### config.mk
export PLATFORM = sky130hd
export DESIGN_NAME = dmem_port_arbiter
export DESIGN_NICKNAME = d
export VERILOG_FILES = /design/src/rtl/dmem_port_arbiter.sv
export SDC_FILE = /design/constraint.sdc
export NUM_CORES = 1
export LEC_CHECK = 0
export CAP_MARGIN = 5
export CORE_MARGIN = 8
export CORE_UTILIZATION = 40
export DETAILED_ROUTE_END_ITERATION = 8
export GPL_ROUTABILITY_DRIVEN = 0
export GPL_TIMING_DRIVEN = 0
export PLACE_DENSITY = 0.87
export SLEW_MARGIN = 20
export SYNTH_ARGS = -nofsm -noshare
export SYNTH_HDL_FRONTEND = slang
export SYNTH_SLANG_ARGS = --single-unit
### constraint.sdc
create_clock -name clk -period 3.6 [get_ports clk]
set_input_delay 0.54 -clock clk [delete_from_list [all_inputs] [get_ports clk]]
set_output_delay 0.54 -clock clk [all_outputs]
set_load 0.03 [all_outputs]
### src/rtl/dmem_port_arbiter.sv
// Data-memory port arbiter: merges store-buffer drains and load reads onto one
// single-ported memory. Loads normally win; a store wins on a RAW hazard or once
// loads have starved it for STARVE_LIMIT consecutive grants.
// Ports: clk/rst; cache_stall gates new grants; st_* store request/ack;
//        ld_* load request/ack/return data; mem_* memory command and read data;
//        busy is high while a command is in flight.
module dmem_port_arbiter #(
    // Max consecutive load grants while a store waits (legal range 1..15).
    parameter int unsigned STARVE_LIMIT = 4
) (
    input  logic        clk,
    input  logic        rst,
    input  logic        cache_stall,
    input  logic        st_req,
    input  logic [31:0] st_addr,
    input  logic [31:0] st_data,
    input  logic [3:0]  st_be,
    output logic        st_ack,
    input  logic        ld_req,
    input  logic [31:0] ld_addr,
    output logic        ld_ack,
    output logic        ld_rvalid,
    output logic [31:0] ld_rdata,
    output logic        mem_en,
    output logic        mem_we,
    output logic [31:0] mem_addr,
    output logic [31:0] mem_wdata,
    output logic [3:0]  mem_be,
    input  logic [31:0] mem_rdata,
    output logic        busy
);

    typedef enum logic [1:0] {
        IDLE    = 2'd0,
        WR      = 2'd1,
        RD      = 2'd2,
        RD_WAIT = 2'd3
    } state_t;

    localparam logic [3:0] LIMIT = 4'(STARVE_LIMIT);

    state_t      state;
    state_t      state_next;
    logic [3:0]  starve_cnt;
    logic [31:0] addr_q;
    logic [31:0] wdata_q;
    logic [3:0]  be_q;
    logic        raw_hazard;
    logic        starve_hit;
    logic        grant_st;
    logic        grant_ld;

    // A load to the same word as a pending store must see the store's data,
    // so the store goes first regardless of the starvation counter.
    assign raw_hazard = st_req && ld_req && (st_addr[31:2] == ld_addr[31:2]);
    assign starve_hit = st_req && (starve_cnt == LIMIT);

    always_comb begin
        state_next = state;
        grant_st   = 1'b0;
        grant_ld   = 1'b0;
        case (state)
            IDLE: begin
                if (!cache_stall) begin
                    if (raw_hazard || starve_hit) begin
                        grant_st = 1'b1;
                    end else if (ld_req) begin
                        grant_ld = 1'b1;
                    end else if (st_req) begin
                        grant_st = 1'b1;
                    end
                end
                if (grant_st) begin
                    state_next = WR;
                end else if (grant_ld) begin
                    state_next = RD;
                end
            end
            // In-flight commands run to completion; cache_stall is ignored here.
            WR:      state_next = IDLE;
            RD:      state_next = RD_WAIT;
            RD_WAIT: state_next = IDLE;
            default: state_next = IDLE;
        endcase
    end

    always_ff @(posedge clk or posedge rst) begin
        if (rst) begin
            state      <= IDLE;
            starve_cnt <= 4'd0;
            addr_q     <= 32'h0;
            wdata_q    <= 32'h0;
            be_q       <= 4'h0;
        end else begin
            state <= state_next;
            if (grant_st) begin
                addr_q     <= st_addr;
                wdata_q    <= st_data;
                be_q       <= st_be;
                starve_cnt <= 4'd0;
            end else if (grant_ld) begin
                // Write data is left untouched on reads; byte enables go to zero.
                addr_q <= ld_addr;
                be_q   <= 4'h0;
                if (st_req && (starve_cnt != LIMIT)) begin
                    starve_cnt <= starve_cnt + 4'd1;
                end
            end
        end
    end

    // All control outputs are pure decodes of the state register.
    assign mem_en    = (state == WR) || (state == RD);
    assign mem_we    = (state == WR);
    assign st_ack    = (state == WR);
    assign ld_ack    = (state == RD);
    assign ld_rvalid = (state == RD_WAIT);
    assign busy      = (state != IDLE);
    assign mem_addr  = addr_q;
    assign mem_wdata = wdata_q;
    assign mem_be    = be_q;
    // Memory returns read data the cycle after the command; forward it only
    // while RD_WAIT so the bus reads zero otherwise (including in reset).
    assign ld_rdata  = ld_rvalid ? mem_rdata : 32'h0;

endmodule

==> results_dict.tcl <==
set metrics [dict create \
    outcome "finished, final reports clean" \
    drc 0 \
    io_pins 243 \
    synth.avg_cell_area_um2 11.7 \
    final.fill_count 693 \
    ys_ff_latch 74 \
    startpoint_type "input pin" \
    postRouteAntennaNets 0 \
    synth_cell_types 37 \
    regToRegStartpoint "state[1]" \
    grt_use_total 0.210 \
    final_cell_mix "241 x clkdlybuf4s50_1, 74 x dfrtp_1, 32 x nand2b_1, 32 x o221a_2, 32 x and2_1" \
    critPathMaxFanout 10 \
    cts_resized 0 \
    clkTransAtPathRegs_ns 0.08 \
    pre_cts_ws_ns 0.252 \
    cpPeakStageDelay_ns 0.51 \
    seqCellArea_um2 1850 \
    syn_to_final_growth_pct 73.8 \
    hold_viol 0 \
    cellPowerDensity_nw_per_um2 791 \
    wl_mm 14.0 \
    multi_input_area_um2 1830 \
    setup_viol 0 \
    clockBufferDepth 2 \
    antenna_cells 0 \
    finalCritPeriodShare 0.821 \
    cts_max_level 3 \
    leakage_nw 2.67 \
    critPathCaptureType "flop" \
    die_x_um 114 \
    core_um2 9240 \
    synthFlopType "dfrtp_1" \
    portBuffers 241 \
    synth_edf_count 0 \
    grt_pass1_vias 3863 \
    syn_nets 469 \
    postCtsHoldBufs 0 \
    worst_slack_ns 0.645 \
    drive_gt1_frac 0.115 \
    path_cells "clkdlybuf4s50_1, xnor2_1, nand4_1, nor4_1, nand4_2, a21oi_4, buf_6, mux2_1" \
    min_delay_path_depth 1 \
    antenna_found_initial 0 \
    grt_pass1_wl_mm 21.4 \
    holdCritStartpoint "mem_wdata[10]" \
    clock_skew_ns 0.00953 \
    clock-sinks 74 \
    clk_latency_ns 0.35 \
    setup.worst_path.start "ld_addr[29]" \
    cts_tree "done" \
    drv_slew 0 \
    p_total_mw 5.25 \
    ys_warn_count 0 \
    worstSetupPathType "input pin to flop" \
    netlist_area_um2 3820 \
    max_slew_margin 0.489 \
    via_count 3606 \
    cp.required_ns 3.83 \
    cts_setup_buffers 0 \
    hold_path_class "flop to flop" \
    fmax_mhz 338 \
    async_flop_share 1.00 \
    dp_hpwl_mm 11.3 \
    tightest_slew_ns 0.762 \
    finalCriticalPeriod_ns 2.96 \
    rr_worst_depth 8 \
    first_pass_iters 5 \
    postLayoutCoreUtil 0.718 \
    grt_overflow_total 0 \
    die-height_um 114 \
    num_rows 35 \
    drtIter0Drc 207 \
    root_buffer "clkbuf_8" \
    cts_inserted_buffers 9 \
    start_util 0.413 \
    netlist_instances 325 \
    layout.nets 722 \
    peakVddDrop_mv 0.546 \
    tns_ns 0 \
    grt_max_degree 42 \
    viasPerCell 5.06 \
    wl_per_cell_um 19.7 \
    cp.arrival_ns 3.18 \
    grt_setup_unrepaired "no" \
    slowest_stage "nor4_1" \
    dieArea_um2 12900 \
    final_common_cell "clkdlybuf4s50_1" \
    cap_viol_max_count 0 \
    synth-seq-area-share 0.485 \
]
[flip-flops by register name, summed over array words and instances, names as in the netlist]
name / cells
starve_cnt: 4
state: 2
mem_be: 4
mem_addr: 32
mem_wdata: 32
[metrics by stage]
step | instances | hold WS [ns] | cell area (um2)
4_1_cts | 712 | 0.498 | 6640
3_5_place_dp | 696 | 0.478 | 6410
6_report | 712 | 0.492 | 6640
2_1_floorplan | 325 | 0.485 | 3820
5_1_grt | 712 | 0.510 | 6640
3_3_place_gp | 695 | 0.467 | 6390
[worst paths after layout]
path	endpoint	slack [ns]
worst min-delay path	mem_wdata[10]	0.49
max in group asynchronous	mem_addr[29]	2.45
worst max-delay path	mem_wdata[5]	0.64
min in group asynchronous	state[0]	0.58
worst max register to register	mem_addr[19]	1.13
worst min register to register	mem_wdata[10]	0.49
[report_power, final]
part           total, mW  internal, mW  leakage, nW  switching [mW]
combinational       3.09          1.43         1.69            1.66
clock              0.731         0.397        0.111           0.334
sequential          1.43          1.22        0.866           0.211
[worst max-delay path: cells and delay by family]
kind,cells,cell delay [ns]
compound gates,1,0.46
xor+xnor,1,0.23
buf+inv,2,0.67
mux,1,0.34
simple gates,3,0.94
[synth_stat cells (3+ instances only)]
cell	number	area share
dfrtp_1	74	0.49
and2_1	32	0.052
nand2b_1	32	0.052
o221a_2	32	0.094
mux2_1	25	0.074
xnor2_1	23	0.053
clkbuf_1	10	0.0098
inv_1	9	0.0088
nand2_1	9	0.0088
ha_1	7	0.023
mux2_2	7	0.021
nand4_1	7	0.011
xor2_1	7	0.016
a22o_1	5	0.011
nand3_1	5	0.0066
nor2_1	5	0.0049
o21ai_0	5	0.0066
buf_2	4	0.0052
a21oi_1	3	0.0039
buf_6	3	0.0088
nor4_1	3	0.0049
o22ai_1	3	0.0049
[layer usage]
metal	vias to the layer above	part of all wire	GRT usage
met2	182	0.53	0.393
met3	13	0.10	0.0755
met4	0	0.0094	0.0551
met5	-	0	0
li1	1671	-	-
met1	1740	0.36	0.216
[logic make-up after synthesis]
family / synth area share
AND/OR/NAND/NOR: 0.148
flip-flops: 0.485
AO/OA/AOI/OAI: 0.143
multiplexers: 0.0970
XOR/XNOR: 0.0688
buffers and inverters: 0.0347
adder cells (fa/ha/maj): 0.0229
[area by class of cell]
type / instances / area share
Multi-Input combinational cell: 224 / 0.276
Inverter: 9 / 0.00547
Tap cell: 129 / 0.0243
Clock inverter: 7 / 0.0149
Clock buffer: 9 / 0.0187
Timing Repair Buffer: 242 / 0.367
Buffer: 18 / 0.0149
Sequential cell: 74 / 0.279
(Power assumes the default switching activity.)
